$ cat src/rtl/async_fifo_wr_ctrl_pkg.sv
// Shared defaults and helpers for the dual-clock FIFO write-side controller.
// Holds the default geometry, the synchroniser depth and the binary-to-gray converter.
package async_fifo_wr_ctrl_pkg;

  localparam int DEF_ASIZE    = 4;
  localparam int DEF_AFULL_TH = 12;
  localparam int SYNC_STAGES  = 2;
  localparam int MAX_PW       = 13;

  function automatic logic [MAX_PW-1:0] bin2gray(input logic [MAX_PW-1:0] b);
    return b ^ (b >> 1);
  endfunction

endpackage

$ cat src/rtl/async_fifo_wr_ctrl_if.sv
// Write-client / RAM / read-pointer bundle for the FIFO write-side controller.
// master = write client side, slave = controller side.
interface async_fifo_wr_ctrl_if
  import async_fifo_wr_ctrl_pkg::*;
#(
  parameter int ASIZE = DEF_ASIZE
);

  logic             wr_en;
  logic             ovf_clr;
  logic [ASIZE:0]   rd_gptr_async;
  logic [ASIZE-1:0] wr_addr;
  logic             wr_ram_en;
  logic [ASIZE:0]   wr_gptr;
  logic             wr_full;
  logic             wr_afull;
  logic [ASIZE:0]   wr_cnt;
  logic             wr_ovf;

  modport master (
    output wr_en, ovf_clr, rd_gptr_async,
    input  wr_addr, wr_ram_en, wr_gptr, wr_full, wr_afull, wr_cnt, wr_ovf
  );

  modport slave (
    input  wr_en, ovf_clr, rd_gptr_async,
    output wr_addr, wr_ram_en, wr_gptr, wr_full, wr_afull, wr_cnt, wr_ovf
  );

endinterface

$ cat src/rtl/async_fifo_wr_ctrl_gray_to_binary.sv
// Gray-to-binary converter: each binary bit is the XOR of all gray bits from the MSB down to it.
module gray_to_binary #(
  parameter int DSIZE = 5
) (
  input  logic [DSIZE-1:0] i_gray,
  output logic [DSIZE-1:0] o_bin
);

  for (genvar i = 0; i < DSIZE; i++) begin : g_bit
    assign o_bin[i] = ^i_gray[DSIZE-1:i];
  end

endmodule

$ cat src/rtl/async_fifo_wr_ctrl.sv
// Write-domain pointer and flag controller for a dual-clock FIFO: binary/gray write
// pointer, read-pointer synchroniser, registered full, fill count, almost-full and sticky overflow.
module async_fifo_wr_ctrl
  import async_fifo_wr_ctrl_pkg::*;
#(
  parameter int ASIZE    = DEF_ASIZE,
  parameter int AFULL_TH = DEF_AFULL_TH
) (
  input  logic               clk,
  input  logic               rst_n,
  async_fifo_wr_ctrl_if.slave bus
);

  localparam int            PW        = ASIZE + 1;
  localparam logic [PW-1:0] AFULL_LVL = PW'(AFULL_TH);

  logic [PW-1:0] r_wbin;
  logic [PW-1:0] r_gptr;
  logic          r_full;
  logic          r_ovf;
  logic [PW-1:0] r_rq_p [SYNC_STAGES];

  logic          w_wr_acc;
  logic [PW-1:0] w_wbin_next;
  logic [PW-1:0] w_gnext;
  logic [PW-1:0] w_rq_sync;
  logic [PW-1:0] w_rq_full;
  logic [PW-1:0] w_rbin;
  logic [PW-1:0] w_cnt;

  assign w_wr_acc    = bus.wr_en & ~r_full;
  assign w_wbin_next = r_wbin + PW'(w_wr_acc);
  assign w_gnext     = PW'(bin2gray(MAX_PW'(w_wbin_next)));

  // Full when the next write pointer sits exactly one lap ahead of the synchronised read pointer.
  assign w_rq_sync = r_rq_p[SYNC_STAGES-1];
  assign w_rq_full = {~w_rq_sync[PW-1:PW-2], w_rq_sync[PW-3:0]};

  gray_to_binary #(.DSIZE(PW)) u_g2b (
    .i_gray (w_rq_sync),
    .o_bin  (w_rbin)
  );

  assign w_cnt = r_wbin - w_rbin;

  // Stage p0 -> p1: pointer, full and overflow state, all updated on the same edge.
  always_ff @(posedge clk or negedge rst_n) begin
    if (!rst_n) begin
      r_wbin <= '0;
      r_gptr <= '0;
      r_full <= 1'b0;
      r_ovf  <= 1'b0;
    end else begin
      r_wbin <= w_wbin_next;
      r_gptr <= w_gnext;
      r_full <= (w_gnext == w_rq_full);
      if (bus.wr_en && r_full) begin
        r_ovf <= 1'b1;
      end else if (bus.ovf_clr) begin
        r_ovf <= 1'b0;
      end
    end
  end

  // Read-pointer synchroniser stages; only the last stage is observed.
  always_ff @(posedge clk or negedge rst_n) begin
    if (!rst_n) begin
      for (int i = 0; i < SYNC_STAGES; i++) begin
        r_rq_p[i] <= '0;
      end
    end else begin
      r_rq_p[0] <= bus.rd_gptr_async;
      for (int i = 1; i < SYNC_STAGES; i++) begin
        r_rq_p[i] <= r_rq_p[i-1];
      end
    end
  end

  assign bus.wr_addr   = r_wbin[ASIZE-1:0];
  assign bus.wr_ram_en = w_wr_acc;
  assign bus.wr_gptr   = r_gptr;
  assign bus.wr_full   = r_full;
  assign bus.wr_afull  = (w_cnt >= AFULL_LVL);
  assign bus.wr_cnt    = w_cnt;
  assign bus.wr_ovf    = r_ovf;

endmodule

$ cat src/flat_wrapper.sv
// flat-port wrapper written by rule: the top's interface ports become plain ports
module async_fifo_wr_ctrl_flat import async_fifo_wr_ctrl_pkg::*;
#(
  parameter int ASIZE    = DEF_ASIZE,
  parameter int AFULL_TH = DEF_AFULL_TH
)
  (clk, rst_n, bus_wr_en, bus_ovf_clr, bus_rd_gptr_async, bus_wr_addr, bus_wr_ram_en, bus_wr_gptr, bus_wr_full, bus_wr_afull, bus_wr_cnt, bus_wr_ovf);
  async_fifo_wr_ctrl_if #(.ASIZE(ASIZE)) bus_i ();
  input  logic clk;
  input  logic rst_n;
  input wire logic [$bits(bus_i.wr_en)-1:0] bus_wr_en;
  input wire logic [$bits(bus_i.ovf_clr)-1:0] bus_ovf_clr;
  input wire logic [$bits(bus_i.rd_gptr_async)-1:0] bus_rd_gptr_async;
  output wire logic [$bits(bus_i.wr_addr)-1:0] bus_wr_addr;
  output wire logic [$bits(bus_i.wr_ram_en)-1:0] bus_wr_ram_en;
  output wire logic [$bits(bus_i.wr_gptr)-1:0] bus_wr_gptr;
  output wire logic [$bits(bus_i.wr_full)-1:0] bus_wr_full;
  output wire logic [$bits(bus_i.wr_afull)-1:0] bus_wr_afull;
  output wire logic [$bits(bus_i.wr_cnt)-1:0] bus_wr_cnt;
  output wire logic [$bits(bus_i.wr_ovf)-1:0] bus_wr_ovf;
  assign bus_i.wr_en = bus_wr_en;
  assign bus_i.ovf_clr = bus_ovf_clr;
  assign bus_i.rd_gptr_async = bus_rd_gptr_async;
  assign bus_wr_addr = bus_i.wr_addr;
  assign bus_wr_ram_en = bus_i.wr_ram_en;
  assign bus_wr_gptr = bus_i.wr_gptr;
  assign bus_wr_full = bus_i.wr_full;
  assign bus_wr_afull = bus_i.wr_afull;
  assign bus_wr_cnt = bus_i.wr_cnt;
  assign bus_wr_ovf = bus_i.wr_ovf;
  async_fifo_wr_ctrl #(.ASIZE(ASIZE), .AFULL_TH(AFULL_TH)) u_core (.clk(clk), .rst_n(rst_n), .bus(bus_i));
endmodule
$ cat config.mk
export PLATFORM = sky130hd
export DESIGN_NAME = async_fifo_wr_ctrl_flat
export DESIGN_NICKNAME = d
export VERILOG_FILES = /design/src/rtl/async_fifo_wr_ctrl_pkg.sv /design/src/rtl/async_fifo_wr_ctrl_if.sv /design/src/rtl/async_fifo_wr_ctrl_gray_to_binary.sv /design/src/rtl/async_fifo_wr_ctrl.sv /design/src/flat_wrapper.sv
export SDC_FILE = /design/constraint.sdc
export NUM_CORES = 1
export LEC_CHECK = 0
export CAP_MARGIN = 20
export CORE_ASPECT_RATIO = 1.4
export CORE_MARGIN = 10
export CORE_UTILIZATION = 41
export CTS_CLUSTER_SIZE = 14
export DETAILED_ROUTE_END_ITERATION = 8
export PLACE_DENSITY = 0.73
export SLEW_MARGIN = 30
export SYNTH_ARGS = -nofsm -noshare
export SYNTH_HDL_FRONTEND = slang
export SYNTH_SLANG_ARGS = --single-unit
$ cat constraint.sdc
create_clock -name clk -period 2.7 [get_ports clk]
set_input_delay 0.27 -clock clk [delete_from_list [all_inputs] [get_ports clk]]
set_output_delay 0.27 -clock clk [all_outputs]
set_load 0.03 [all_outputs]
==> results.md <==
* Status: finished with violations
* Failing checks: setup timing
* Worst-path clk slew at 110 ps
* H-tree Lvls at 1
* Count leader, synth: dfrtp_1
* Yosys reg bits at 21
* Vias per cell at 4.66
* Area contributors post-synth: dfrtp_1 55%, xnor2_1 8.2%, xor2_1 8.2%
* ANT nets after route at 0
* Max Freq at 313 MHz
* Seq/Total Area, Yosys at 0.546
* Startpoint type of the worst setup path: flop
* Most frequent cells after synthesis: 21 x dfrtp_1, 9 x xnor2_1, 9 x xor2_1, 6 x ha_1, 6 x inv_1
* FF-to-FF End: u_core.bus.wr_full$_DFF_PN0_
* Flop-to-flop setup slack at 540 ps
* Final Cycle Share at 1.18
* Clock Latency Late Sink at 290 ps
* CTS root buf: clkbuf_4
* Fill cell count at 167
* Synthesized cell area at 962 µm²
* Sequential cell area at 526 µm²
* Share of layout cells above drive strength 1 at 0.309
* Worst path required time at 2430 ps
* FFs w/ async S/R, synth at 1.00
* Port Buf Inserts at 26
* Synth top area share at 0.546
* # rows at 20
* Synth warnings at 0
* # diodes at 0
* Die Wd at 60.9 µm
* Num CTS Buffers at 3
* RSZ-0062 raised after global routing: true
* # setup viols final at 4
* RD Place Congestion at 0.707
* Grt total ovfl at 0
* Area Growth Syn to Fin at 56.0%
* Starting density of the core at 0.437
* Final #Nets at 140
* Hold Fails Final Rpt at 0
* CP peak stage delay at 430 ps
* Synth Flop Type: dfrtp_1
* Clk sinks at 21
* Detailed Route WL at 1920 µm
* Antenna violations before repair at 0
* Vias in the first global route at 767
* First-pass GRT wire length at 3360 µm
* Largest net degree at the start of global routing at 22
* Via count at 675
* Slowest cell on crit path: dfrtp_1
* Crit end category: output pin
* Hold_sp: u_core.r_rq_p[9]$_DFF_PN0_
* Final worst path period need at 3190 ps
* Crit path kind: flop to output pin
* Post-synth EDFFs at 0
* Hold depth at 0
* Max Cap Violations at 0
* Worst reg-to-reg path cell count at 7
* Hold Path Sink: u_core.w_rq_sync[4]$_DFF_PN0_
* Wire per inst at 13.2 µm
* Longest Clk Path Bufs at 2
* Die H at 77.3 µm
* Mean area per synthesized cell at 13.0 µm²
* Cell mode on critical path: xor2_1
* Post-Route Setup TNS at -1520 ps
* Multi-input gate area at 487 µm²
* Core area at 2200 µm²
* Slew Limit Fails at 0
* Top Ports at 27
* Post-synth cell types at 19
* 1st-pass router iterations at 5
* RR Startpoint: u_core.bus.wr_full$_DFF_PN0_
* Post-DP HPWL at 1580 µm
* Crit-path cells: xnor2_2 -> xor2_1 -> xor2_1 -> xnor2_1 -> ha_2 -> inv_2 -> fa_2 -> a21o_1 -> a21oi_4 -> xnor2_4 -> a31o_4 -> buf_6
* Worst slew pin tran at 445 ps
* Syn nets at 90
* Worst slew margin at 0.703
* Leading area contributor after synthesis: dfrtp_1
* CP Max Fanout at 2
* Hold Path Class: flop to flop
* Worst Setup Slack, final at -491 ps
* Drt drc at 0
* Clock Skew at 3.00 ps
* CTS tree: done
* Post-Syn Instances at 74
* Die ar. at 4710 µm²
* Arrival time at the worst endpoint at 2920 ps
* DR iter-0 viols at 3
* Total GRT Usage at 0.0915
-- cell usage in the layout (no fill, tap or decap), types with 2 or more instances in the layout --
| cell type | synthesis | final |
|---|---|---|
| buf_6 | 0 | 7 |
| clkbuf_4 | 0 | 3 |
| buf_4 | 0 | 16 |
| dfrtp_1 | 21 | 21 |
| xor2_1 | 9 | 8 |
| or3_1 | 3 | 3 |
| nand3_1 | 4 | 4 |
| xnor2_1 | 9 | 7 |
| clkdlybuf4s50_1 | 0 | 19 |
| inv_1 | 6 | 5 |
| ha_1 | 6 | 5 |
| nor2b_1 | 2 | 2 |
| nand2_1 | 3 | 3 |
| o21ai_0 | 2 | 2 |
-- flip-flops by register name (all words and copies together), names as in the netlist --
register and count:
u_core.w_rq_sync 5, u_core.bus.wr_ovf 1, u_core.r_wbin 4, u_core.bus.wr_gptr 5, u_core.bus.wr_full 1, u_core.r_rq_p 5
-- critical path: cells and delay by family (launching register included) --
family	cells	cell delay, ps
xor gates and xnor gates	5	890
AOI/OAI and AO/OA	3	590
adders and majority gates	2	550
DFF	1	430
buffers and inverters	2	170
-- layout make-up --
cell class | count | area share
tap | 22 | 0.0183
clock buffer | 4 | 0.0175
sequential | 21 | 0.350
multi-input combinational | 47 | 0.324
inverter | 6 | 0.0150
timing repair buffer | 45 | 0.275
-- per-stage QoR --
step           worst slack, ps   util  hold WS (ps)  std cells  area [µm²]
3_5_place_dp              -331  0.626           336        133        1380
2_1_floorplan             -203      -         -25.6         74        1020
6_report                  -491  0.682           359        145        1500
4_1_cts                   -496  0.673           361        143        1480
5_1_grt                   -688  0.682           370        145        1500
3_3_place_gp              -284  0.626           332        133        1380
-- kinds of logic after synthesis --
kind of cell	Yosys count	share of synthesized area
buffers and inverters	6	0.0234
AOI/OAI and AO/OA	7	0.0559
and+or+nand+nor	13	0.0715
DFF	21	0.546
xor gates and xnor gates	20	0.204
adders and majority gates	7	0.0988
-- timing repair --
action                                  in CTS  in global routing
endpoints found under the hold margin        0                 21
hold buffers                                 0                  1
buffers inserted                             6                  2
pin swaps                                    2                  3
endpoints found under the setup margin       6                  5
gates resized for setup                     12                  8
-- metal layers --
metal	vias up	part of all wire	track usage
met4	0	0.0099	0.0396
met1	320	0.35	0.0898
met2	14	0.58	0.171
met3	2	0.056	0.0181
li1	339	-	-
met5	-	0	0
-- worst max-delay path by stage --
stage | start | endpoint | slack (ps) | cells past startpoint
2_1_floorplan | u_core.w_rq_sync[3]$_DFF_PN0_ | bus_wr_afull | -200 | 11
3_3_place_gp | u_core.w_rq_sync[3]$_DFF_PN0_ | bus_wr_cnt[3] | -280 | 9
3_5_place_dp | u_core.w_rq_sync[3]$_DFF_PN0_ | bus_wr_cnt[3] | -330 | 9
4_1_cts | u_core.w_rq_sync[3]$_DFF_PN0_ | bus_wr_afull | -500 | 12
5_1_grt | u_core.w_rq_sync[4]$_DFF_PN0_ | bus_wr_afull | -690 | 12
6_report | u_core.w_rq_sync[4]$_DFF_PN0_ | bus_wr_afull | -490 | 12
Power is left out: the tool's default activity adds up to more than one toggle a clock period on the data nets, which glitch-free logic cannot reach.
